==> src/rtl/skip_pkg.sv <==
// Shared types and helpers for the skip-clock link receive side.
package skip_pkg;

  typedef enum logic [1:0] {
    IDLE    = 2'd0,
    HUNT    = 2'd1,
    COLLECT = 2'd2
  } state_t;

  localparam int SKIP_LEN_DEF = 16;

  // Frame index runs 0..len inclusive, so it needs room for len itself.
  function automatic int idx_w(input int len);
    return $clog2(len + 1);
  endfunction

endpackage

==> src/rtl/skip_sync.sv <==
// Two-flop synchronizer for one async input, plus a rise pulse on the synced value.
module skip_sync (
  input  logic mCLK,
  input  logic nRST,
  input  logic d,
  output logic q,
  output logic rise
);

  logic s1, s2, s3;

  always_ff @(posedge mCLK or negedge nRST) begin
    if (!nRST) begin
      s1 <= 1'b0;
      s2 <= 1'b0;
      s3 <= 1'b0;
    end else begin
      s1 <= d;
      s2 <= s1;
      s3 <= s2;
    end
  end

  assign q    = s2;
  assign rise = s2 & ~s3;

endmodule

==> src/rtl/skip_decode.sv <==
// Recovers the LEN-bit skip mask from SCLK/REF_CLK/B0 oversampled in mCLK.
// Optional popcount output enabled by defining SKIP_DECODE_CNT_EN.
module skip_decode
  import skip_pkg::*;
#(
  parameter int LEN        = SKIP_LEN_DEF,
  parameter int SAMPLE_DLY = 8,
  parameter int TIMEOUT    = 67108864
) (
  input  logic                     mCLK,
  input  logic                     nRST,
  input  logic                     REF_CLK,
  input  logic                     SCLK,
  input  logic                     B0,
  output logic [LEN-1:0]           MASK,
  output logic                     VALID,
  output logic                     LOCKED,
  output logic                     SYNC_ERR,
  output logic [$clog2(LEN+1)-1:0] SKIP_CNT
);

  localparam int IW = idx_w(LEN);
  localparam int DW = $clog2(SAMPLE_DLY + 1);
  localparam int TW = $clog2(TIMEOUT + 1);
  localparam int CW = $clog2(LEN + 1);

  logic ref_s, ref_rise, sclk_s, b0_s;
  logic sclk_rise_unused, b0_rise_unused;

  skip_sync u_sync_ref  (.mCLK(mCLK), .nRST(nRST), .d(REF_CLK), .q(ref_s),  .rise(ref_rise));
  skip_sync u_sync_sclk (.mCLK(mCLK), .nRST(nRST), .d(SCLK),    .q(sclk_s), .rise(sclk_rise_unused));
  skip_sync u_sync_b0   (.mCLK(mCLK), .nRST(nRST), .d(B0),      .q(b0_s),   .rise(b0_rise_unused));

  logic [DW-1:0]  dly_cnt;
  logic           pending;
  logic [TW-1:0]  to_cnt;
  state_t         state_q, state_d;
  logic [IW-1:0]  idx_q;
  logic [LEN-1:0] shadow_q;
  logic           have_prev;

  logic sample, timeout, bit_v, mark;
  logic realign, store, frame_done, sync_evt;

  // A new REF rise wins over a sample that would land in the same cycle.
  assign sample  = pending && (dly_cnt == '0) && !ref_rise;
  assign timeout = (to_cnt == TW'(TIMEOUT)) && (state_q != IDLE) && !ref_rise;
  assign bit_v   = ~sclk_s;
  assign mark    = b0_s;

  always_ff @(posedge mCLK or negedge nRST) begin
    if (!nRST) begin
      dly_cnt <= '0;
      pending <= 1'b0;
      to_cnt  <= '0;
    end else begin
      if (ref_rise) begin
        dly_cnt <= DW'(SAMPLE_DLY - 1);
        pending <= 1'b1;
      end else if (pending) begin
        if (dly_cnt == '0) pending <= 1'b0;
        else               dly_cnt <= dly_cnt - DW'(1);
      end
      if (ref_rise)                    to_cnt <= '0;
      else if (to_cnt != TW'(TIMEOUT)) to_cnt <= to_cnt + TW'(1);
    end
  end

  always_ff @(posedge mCLK or negedge nRST) begin
    if (!nRST) state_q <= IDLE;
    else       state_q <= state_d;
  end

  always_comb begin
    state_d = state_q;
    case (state_q)
      IDLE:    if (ref_rise) state_d = HUNT;
      HUNT: begin
        if (timeout)             state_d = IDLE;
        else if (sample && mark) state_d = COLLECT;
      end
      COLLECT: begin
        if (timeout) state_d = IDLE;
        else if (sample && !mark && (idx_q == IW'(LEN))) state_d = HUNT;
      end
      default: state_d = IDLE;
    endcase
  end

  always_comb begin
    realign    = 1'b0;
    store      = 1'b0;
    frame_done = 1'b0;
    sync_evt   = 1'b0;
    case (state_q)
      HUNT: if (!timeout && sample && mark) realign = 1'b1;
      COLLECT: begin
        if (!timeout && sample) begin
          if (mark) begin
            realign = 1'b1;
            if (idx_q == IW'(LEN)) frame_done = 1'b1;
            else                   sync_evt   = 1'b1;
          end else if (idx_q == IW'(LEN)) begin
            sync_evt = 1'b1;
          end else begin
            store = 1'b1;
          end
        end
      end
      default: ;
    endcase
  end

  always_ff @(posedge mCLK or negedge nRST) begin
    if (!nRST) begin
      idx_q     <= '0;
      shadow_q  <= '0;
      MASK      <= '0;
      VALID     <= 1'b0;
      LOCKED    <= 1'b0;
      SYNC_ERR  <= 1'b0;
      have_prev <= 1'b0;
    end else begin
      VALID <= 1'b0;
      if (timeout) begin
        idx_q     <= '0;
        LOCKED    <= 1'b0;
        have_prev <= 1'b0;
      end else begin
        if (realign) begin
          shadow_q <= {{(LEN-1){1'b0}}, bit_v};
          idx_q    <= IW'(1);
        end else if (store) begin
          for (int i = 0; i < LEN; i++)
            if (idx_q == IW'(i)) shadow_q[i] <= bit_v;
          idx_q <= idx_q + IW'(1);
        end
        if (frame_done) begin
          MASK      <= shadow_q;
          VALID     <= 1'b1;
          LOCKED    <= have_prev && (shadow_q == MASK);
          have_prev <= 1'b1;
        end
        // Any misalignment restarts lock qualification from scratch.
        if (sync_evt) begin
          SYNC_ERR  <= 1'b1;
          LOCKED    <= 1'b0;
          have_prev <= 1'b0;
        end
      end
    end
  end

`ifdef SKIP_DECODE_CNT_EN
  function automatic logic [CW-1:0] popcnt(input logic [LEN-1:0] v);
    logic [CW-1:0] c;
    c = '0;
    for (int i = 0; i < LEN; i++) c = c + CW'(v[i]);
    return c;
  endfunction

  always_ff @(posedge mCLK or negedge nRST) begin
    if (!nRST)           SKIP_CNT <= '0;
    else if (frame_done) SKIP_CNT <= popcnt(shadow_q);
  end
`else
  assign SKIP_CNT = '0;
`endif

endmodule

==> config.mk <==
export PLATFORM = sky130hd
export DESIGN_NAME = skip_decode
export DESIGN_NICKNAME = d
export VERILOG_FILES = /design/src/rtl/skip_pkg.sv /design/src/rtl/skip_sync.sv /design/src/rtl/skip_decode.sv
export SDC_FILE = /design/constraint.sdc
export NUM_CORES = 1
export LEC_CHECK = 0
export ABC_CLOCK_PERIOD_IN_PS = 2100
export CAP_MARGIN = 5
export CORE_MARGIN = 5
export CORE_UTILIZATION = 54
export DETAILED_ROUTE_END_ITERATION = 7
export GPL_TIMING_DRIVEN = 0
export MAX_ROUTING_LAYER = met4
export PLACE_DENSITY = 0.76
export SYNTH_ARGS = -nofsm -noshare
export SYNTH_HDL_FRONTEND = slang
export SYNTH_SLANG_ARGS = --single-unit
==> constraint.sdc <==
create_clock -name mCLK -period 2.1 [get_ports mCLK]
set_clock_uncertainty 0.05 [all_clocks]
set_input_delay 0.42 -clock mCLK [delete_from_list [all_inputs] [get_ports mCLK]]
set_output_delay 0.42 -clock mCLK [all_outputs]
set_load 0.005 [all_outputs]
# Yosys cells after proc, flatten, opt, wreduce, memory -nomap -nowiden
# Cells that the tools add are included.
# word_totals
ff_bits,82
input_bits,5
output_inout_bits,24
word_cells,181
# classes
addsub,3
eq_ne,25
muxes,58
n_bitwise,4
reduce_logical,58
# op_table
cell,n
$mux W27,2
$reduce_and A3 Y1,17
$mux W1,41
$eq A5 B4 Y1 const B,8
$reduce_bool A2 Y1,20
$mux W16,2
$add A27 B1 Y27 const B,1
$eq A27 B27 Y1 const B,1
$ne A27 B27 Y1 const B,1
$eq A5 B3 Y1 const B,4
$eq A16 B16 Y1,1
$mux W5,3
$mux W4,3
$eq A5 B2 Y1 const B,2
$logic_and A1 B1 Y1,10
$mux W2,5
$ne A3 B3 Y1 const B,2
$pmux W2 S3,1
$reduce_and A2 Y1,3
$reduce_bool A3 Y1,2
$add A5 B1 Y5 const B,1
$eq A5 B1 Y1 const B,1
$eq A5 B5 Y1 const B,1
$logic_not A5 Y1,1
other kinds (10),15

# Longest topological paths before layout
# logic_depth
depth_word,11
ltp_mapped,10
mapped_depth_nobuf,8

# Cells and area by module
# A second synthesis with hierarchy kept.
# unflattened
cells_unflattened,425
area_unflattened_um2,4445.5
# by_module_without_submodules
module,instances,cells_per_inst,area_each_um2
skip_decode,1,413,4179.0
skip_sync,3,4,88.8

# Worst setup path after synthesis
# No wires, ideal clock.
# synth_timing
kind,reg2reg
from,reg dly_cnt[0]
to,reg MASK[10]
arrival_time_ns,2.072
required_time_ns,1.925
path_slack_ns,-0.147
path_stages_with_launch,11
path_buffers,3
period_less_slack_ns,2.247
path_cell_list,dfrtp_1 > inv_1 > ha_1 > nor3b_1 > and4_1 > clkbuf_1 > and2_1 > and2_4 > buf_6 > buf_8 > mux2_4
# synth_via
elab_chain_len,7
# synth_lines
element,line_no,rtl
"start, declared",skip_decode.sv:34,logic [DW-1:0] dly_cnt;
"start signal, assigned",skip_decode.sv:58,dly_cnt <= DW'(SAMPLE_DLY - 1);
"start signal, assigned",skip_decode.sv:62,else dly_cnt <= dly_cnt - DW'(1);
$logic_not A4 Y1,skip_decode.sv:46,assign sample = pending && (dly_cnt == '0) && !ref_rise;
$logic_and A1 B1 Y1 (2 in series),skip_decode.sv:46,
$logic_and A1 B1 Y1,skip_decode.sv:98,if (!timeout && sample) begin
$mux W1,skip_decode.sv:98,
$mux W1,skip_decode.sv:95,case (state_q)
$reduce_and A2 Y1 (no source line),n/a,
"end signal, assigned",skip_decode.sv:139,MASK <= shadow_q;
"end, declared",skip_decode.sv:15,"output logic [LEN-1:0] MASK,"
# Every way passes these cells.
# A chain may end at the register's enable or synchronous reset.

# Worst setup path after layout
# layout_timing
from,reg to_cnt[24]
to,reg MASK[9]
# layout_via
elab_chain_len,8
word_cells_on_any_way,9
classes_between,eq/ne (1); mux (2); bitwise (1); reduce/logical (5)
# layout_lines
element,line_no,rtl
"start, declared",skip_decode.sv:36,logic [TW-1:0] to_cnt;
"start signal, assigned",skip_decode.sv:65,else if (to_cnt != TW'(TIMEOUT)) to_cnt <= to_cnt + TW'(1);
$eq A27 B27 Y1 *,skip_decode.sv:47,assign timeout = (to_cnt == TW'(TIMEOUT)) && (state_q != IDLE) && !ref_rise;
$logic_and A1 B1 Y1 * (2 in series),skip_decode.sv:47,
$logic_not A1 Y1,skip_decode.sv:98,
$logic_and A1 B1 Y1,skip_decode.sv:98,
$mux W1,skip_decode.sv:98,
$mux W1,skip_decode.sv:95,
$reduce_and A2 Y1 (no source line) *,n/a,
# Every way passes the cells marked *; elsewhere a longest branch is shown, timed or not.

==> impl_metrics.env <==
export IMPL_path_common_cell="sky130_fd_sc_hd__buf_12"
export IMPL_combPwrFrac=0.196
export IMPL_insertion_delay_to_the_later_sink_of_the_worst_skew_pair_ns=0.36
export IMPL_period_needed_ns=2.24
export IMPL_start_kind="flip-flop"
export IMPL_antenna_found_initial=0
export IMPL_clock_fmax_mhz=447
export IMPL_coreArea_um2=8220
export IMPL_violations="negative setup slack"
export IMPL_final_layout_size_suffix_gt1_frac=0.195
export IMPL_worst_max_slew_pin_slew_ns=0.581
export IMPL_cts_max_path_buffers=2
export IMPL_grt_overflow_total=0
export IMPL_crit_path_top_delay_cell="sky130_fd_sc_hd__or4_4"
export IMPL_boundaryPins=29
export IMPL_clock_tree_root_cell="sky130_fd_sc_hd__clkbuf_8"
export IMPL_criticalPathCategory="flip-flop to flip-flop"
export IMPL_cp_end_kind="flip-flop"
export IMPL_post_synthesis_to_final_layout_area_growth_pct=22.3
export IMPL_numCtsBuffers=9
export IMPL_detailroute_via_count=3712
export IMPL_yosysSeqAreaShare=0.452
export IMPL_rsz0062_at_grt="yes"
export IMPL_mappedNetlistArea_um2=4540
export IMPL_die_outline_width_um=102
export IMPL_drt_first_pass_iters=4
export IMPL_wire_per_inst_um=16.6
export IMPL_worst_hold_path_type="flip-flop to flip-flop"
export IMPL_clock_sink_count=82
export IMPL_yosys_warnings=0
export IMPL_post_layout_nets=549
export IMPL_chain_of_cells_forming_the_critical_path="or4_4 > nor3_4 > nand3_4 > and2_4 > buf_12 > buf_12 > mux2_4"
export IMPL_placementRows=33
export IMPL_multi_input_area_um2=2380
export IMPL_regArea_um2=2050
export IMPL_outcome="finished, violations left"
export IMPL_setup_violations=16
export IMPL_netlist_cell_type_count=51
export IMPL_detailedRoute_firstIterationViolations=235
export IMPL_timing_final_crit_share=1.07
export IMPL_dieHeight_um=102
export IMPL_die_area_um2=10300
export IMPL_power_leakage_uw=0.00244
export IMPL_setup_ws_ns=-0.139
export IMPL_mostFrequentLayoutCells="81 x sky130_fd_sc_hd__dfrtp_1, 55 x sky130_fd_sc_hd__nor2_1, 44 x sky130_fd_sc_hd__nand4_1"
export IMPL_post_drt_via_cell_ratio=5.83
export IMPL_path_delay_family="simple AND/OR/NAND/NOR gates"
export IMPL_sw_frac_of_total=0.294
export IMPL_floorplan_initialDensity=0.553
export IMPL_cell_internal_pwr_uw=2680
export IMPL_synth_seq_cells=82
export IMPL_power_share_clock=0.329
export IMPL_worst_path_arrival_ns=2.42
export IMPL_cts_htree_levels=3
export IMPL_portBuffers=23
export IMPL_yosys_most_used_dff="sky130_fd_sc_hd__dfrtp_1"
export IMPL_p_per_area_nw_per_um2=684
export IMPL_globalRouteTotalUtil=0.217
export IMPL_grt_pass1_wl_mm=17.2
export IMPL_grt_pass1_vias=3516
export IMPL_hold_viol_final=0
export IMPL_layout_core_utilization=0.676
export IMPL_cap_viol_max_count=0
export IMPL_crit_buf_inv=2
export IMPL_cts_clk_slew_worst_paths_ns=0.08
export IMPL_largest_net_degree_at_the_start_of_global_routing=48
export IMPL_syn_area_per_cell_um2=9.58
export IMPL_drc=0
export IMPL_ys_async_sr_fraction=1.00
export IMPL_fillers=669
export IMPL_ant_nets=0
export IMPL_required_worst_endpoint_ns=2.29
export IMPL_vdd_ir_drop_worst_uv=548
export IMPL_crit_fanout=5
export IMPL_tns_ns=-0.982
export IMPL_switching_power_uw=1120
export IMPL_place_hpwl_mm=7.05
export IMPL_maxSlewHeadroom=0.610
export IMPL_power_share_sequential=0.475
export IMPL_cts_tree="done"
export IMPL_synth_edf_count=0
export IMPL_crit_path_max_incr_delay_ns=0.57
export IMPL_gate_count_of_the_mapped_netlist=474
export IMPL_finalMaxSlewViolations=0
export IMPL_diodes=0
export IMPL_gp_routability_congestion=0.926
export IMPL_final_common_cell="sky130_fd_sc_hd__dfrtp_1"
export IMPL_wirelength_mm=10.6
[through the flow]
step / total power (µW) / std cells / hold slack [ns] / setup WS (ns) / cell area (µm²)
finish: 3800 / 637 / 0.302 / -0.139 / 5550
CTS: 3730 / 630 / 0.303 / -0.130 / 5350
global placement: 2420 / 606 / 0.285 / -2.29 / 4930
global route: 3990 / 637 / 0.307 / -0.192 / 5550
floorplan: 2260 / 478 / 0.0744 / -0.0565 / 4570
detailed placement: 2450 / 607 / 0.285 / -0.375 / 4960
[power groups by stage]
stage | clock (µW) | combinational [µW] | sequential, µW
2_1_floorplan | 0 | 471 | 1790
3_3_place_gp | 0 | 602 | 1810
3_5_place_dp | 0 | 630 | 1820
4_1_cts | 1260 | 667 | 1800
5_1_grt | 1330 | 831 | 1820
6_report | 1250 | 747 | 1800
[sequential cells by signal, summed over array words and instances (netlist names), 2 cells and up]
register,flops
MASK,16
dly_cnt,4
idx_q,5
shadow_q,16
state_q,2
to_cnt,27
[metal layers]
metal | up-vias | track usage | share of wire
met4 | 0 | 0.0859 | 0.017
met2 | 123 | 0.321 | 0.47
met3 | 18 | 0.0303 | 0.054
met1 | 1823 | 0.302 | 0.46
li1 | 1748 | - | -
met5 | - | - | 0
[cells by family (layout without fill, tap and decap cells)]
family                     count (synthesis)  in the layout  synth area share
and+or+nand+nor                          196            196             0.236
muxes                                     20             20            0.0559
other                                      1              5          0.000826
DFF                                       82             82             0.452
adders and majority gates                 15             15            0.0413
AOI/OAI and AO/OA                         51             51            0.0659
buffers and inverters                     64            118            0.0617
xor gates and xnor gates                  45             45            0.0868
[area by class of cell]
| class | instances | share of cell area |
|---|---|---|
| buffer | 31 | 0.0378 |
| clock buffer | 11 | 0.0255 |
| clock inverter | 3 | 0.0117 |
| inverter | 29 | 0.0196 |
| multi-input combinational | 332 | 0.429 |
| sequential | 82 | 0.370 |
| tap | 105 | 0.0237 |
| timing repair buffer | 44 | 0.0829 |
[synth_stat cells, types with 2 or more instances]
cell                       instances  share of area
sky130_fd_sc_hd__xnor2_1          22          0.042
sky130_fd_sc_hd__buf_2             2         0.0022
sky130_fd_sc_hd__inv_1            29          0.024
sky130_fd_sc_hd__nand3_1          15          0.017
sky130_fd_sc_hd__nor4_1            3         0.0041
sky130_fd_sc_hd__ha_1             15          0.041
sky130_fd_sc_hd__clkbuf_1         20          0.017
sky130_fd_sc_hd__nor2_1           56          0.046
sky130_fd_sc_hd__or3_1             3         0.0041
sky130_fd_sc_hd__nand2b_1          8          0.011
sky130_fd_sc_hd__mux2_2            7          0.017
sky130_fd_sc_hd__buf_1             6         0.0050
sky130_fd_sc_hd__dfrtp_1          82           0.45
sky130_fd_sc_hd__and3_1            7         0.0096
sky130_fd_sc_hd__a211oi_1          3         0.0050
sky130_fd_sc_hd__or2_2             2         0.0028
sky130_fd_sc_hd__nand2_1          18          0.015
sky130_fd_sc_hd__a21oi_1          32          0.035
sky130_fd_sc_hd__a41o_1            2         0.0044
sky130_fd_sc_hd__and2_1            4         0.0055
sky130_fd_sc_hd__a31oi_1           2         0.0028
sky130_fd_sc_hd__nor3_1           17          0.019
sky130_fd_sc_hd__mux2i_1           4         0.0088
sky130_fd_sc_hd__nor4b_1           2         0.0039
sky130_fd_sc_hd__buf_4             5         0.0083
sky130_fd_sc_hd__and4_1            6          0.012
sky130_fd_sc_hd__xor2_1           23          0.044
sky130_fd_sc_hd__mux2_4            9          0.030
sky130_fd_sc_hd__nand4_1          44          0.061
sky130_fd_sc_hd__o21ai_0           5         0.0055
[final timing paths]
path | startpoint | end | slack (ns) | cells past startpoint
hold reg to reg | u_sync_sclk.s1$_DFF_PN0_ | u_sync_sclk.q$_DFF_PN0_ | 0.30 | 0
min in group asynchronous | nRST | to_cnt[9]$_DFFE_PN0P_ | 0.52 | 2
hold / removal | u_sync_sclk.s1$_DFF_PN0_ | u_sync_sclk.q$_DFF_PN0_ | 0.30 | 0
setup / recovery | to_cnt[24]$_DFFE_PN0P_ | MASK[9]$_DFFE_PN0P_ | -0.14 | 7
max in group asynchronous | nRST | MASK[9]$_DFFE_PN0P_ | 0.89 | 3
setup reg to reg | to_cnt[24]$_DFFE_PN0P_ | MASK[9]$_DFFE_PN0P_ | -0.14 | 7
[worst reg2reg max path, cell delays in order (launching register included)]
cell and delay [ns]:
sky130_fd_sc_hd__dfrtp_1 0.41, sky130_fd_sc_hd__or4_4 0.57, sky130_fd_sc_hd__nor3_4 0.25, sky130_fd_sc_hd__nand3_4 0.09
sky130_fd_sc_hd__and2_4 0.19, sky130_fd_sc_hd__buf_12 0.14, sky130_fd_sc_hd__buf_12 0.13, sky130_fd_sc_hd__mux2_4 0.29
[what timing repair did]
item | CTS | global route
gates resized for setup | 28 | 47
hold endpoints to repair | 35 | 0
endpoints found under the setup margin | 50 | 49
gates cloned | 1 | 0
buffers inserted | 10 | 9
hold buffers | 1 | 0
pin swaps | 4 | 5
Power figures use the tool's default switching activity.
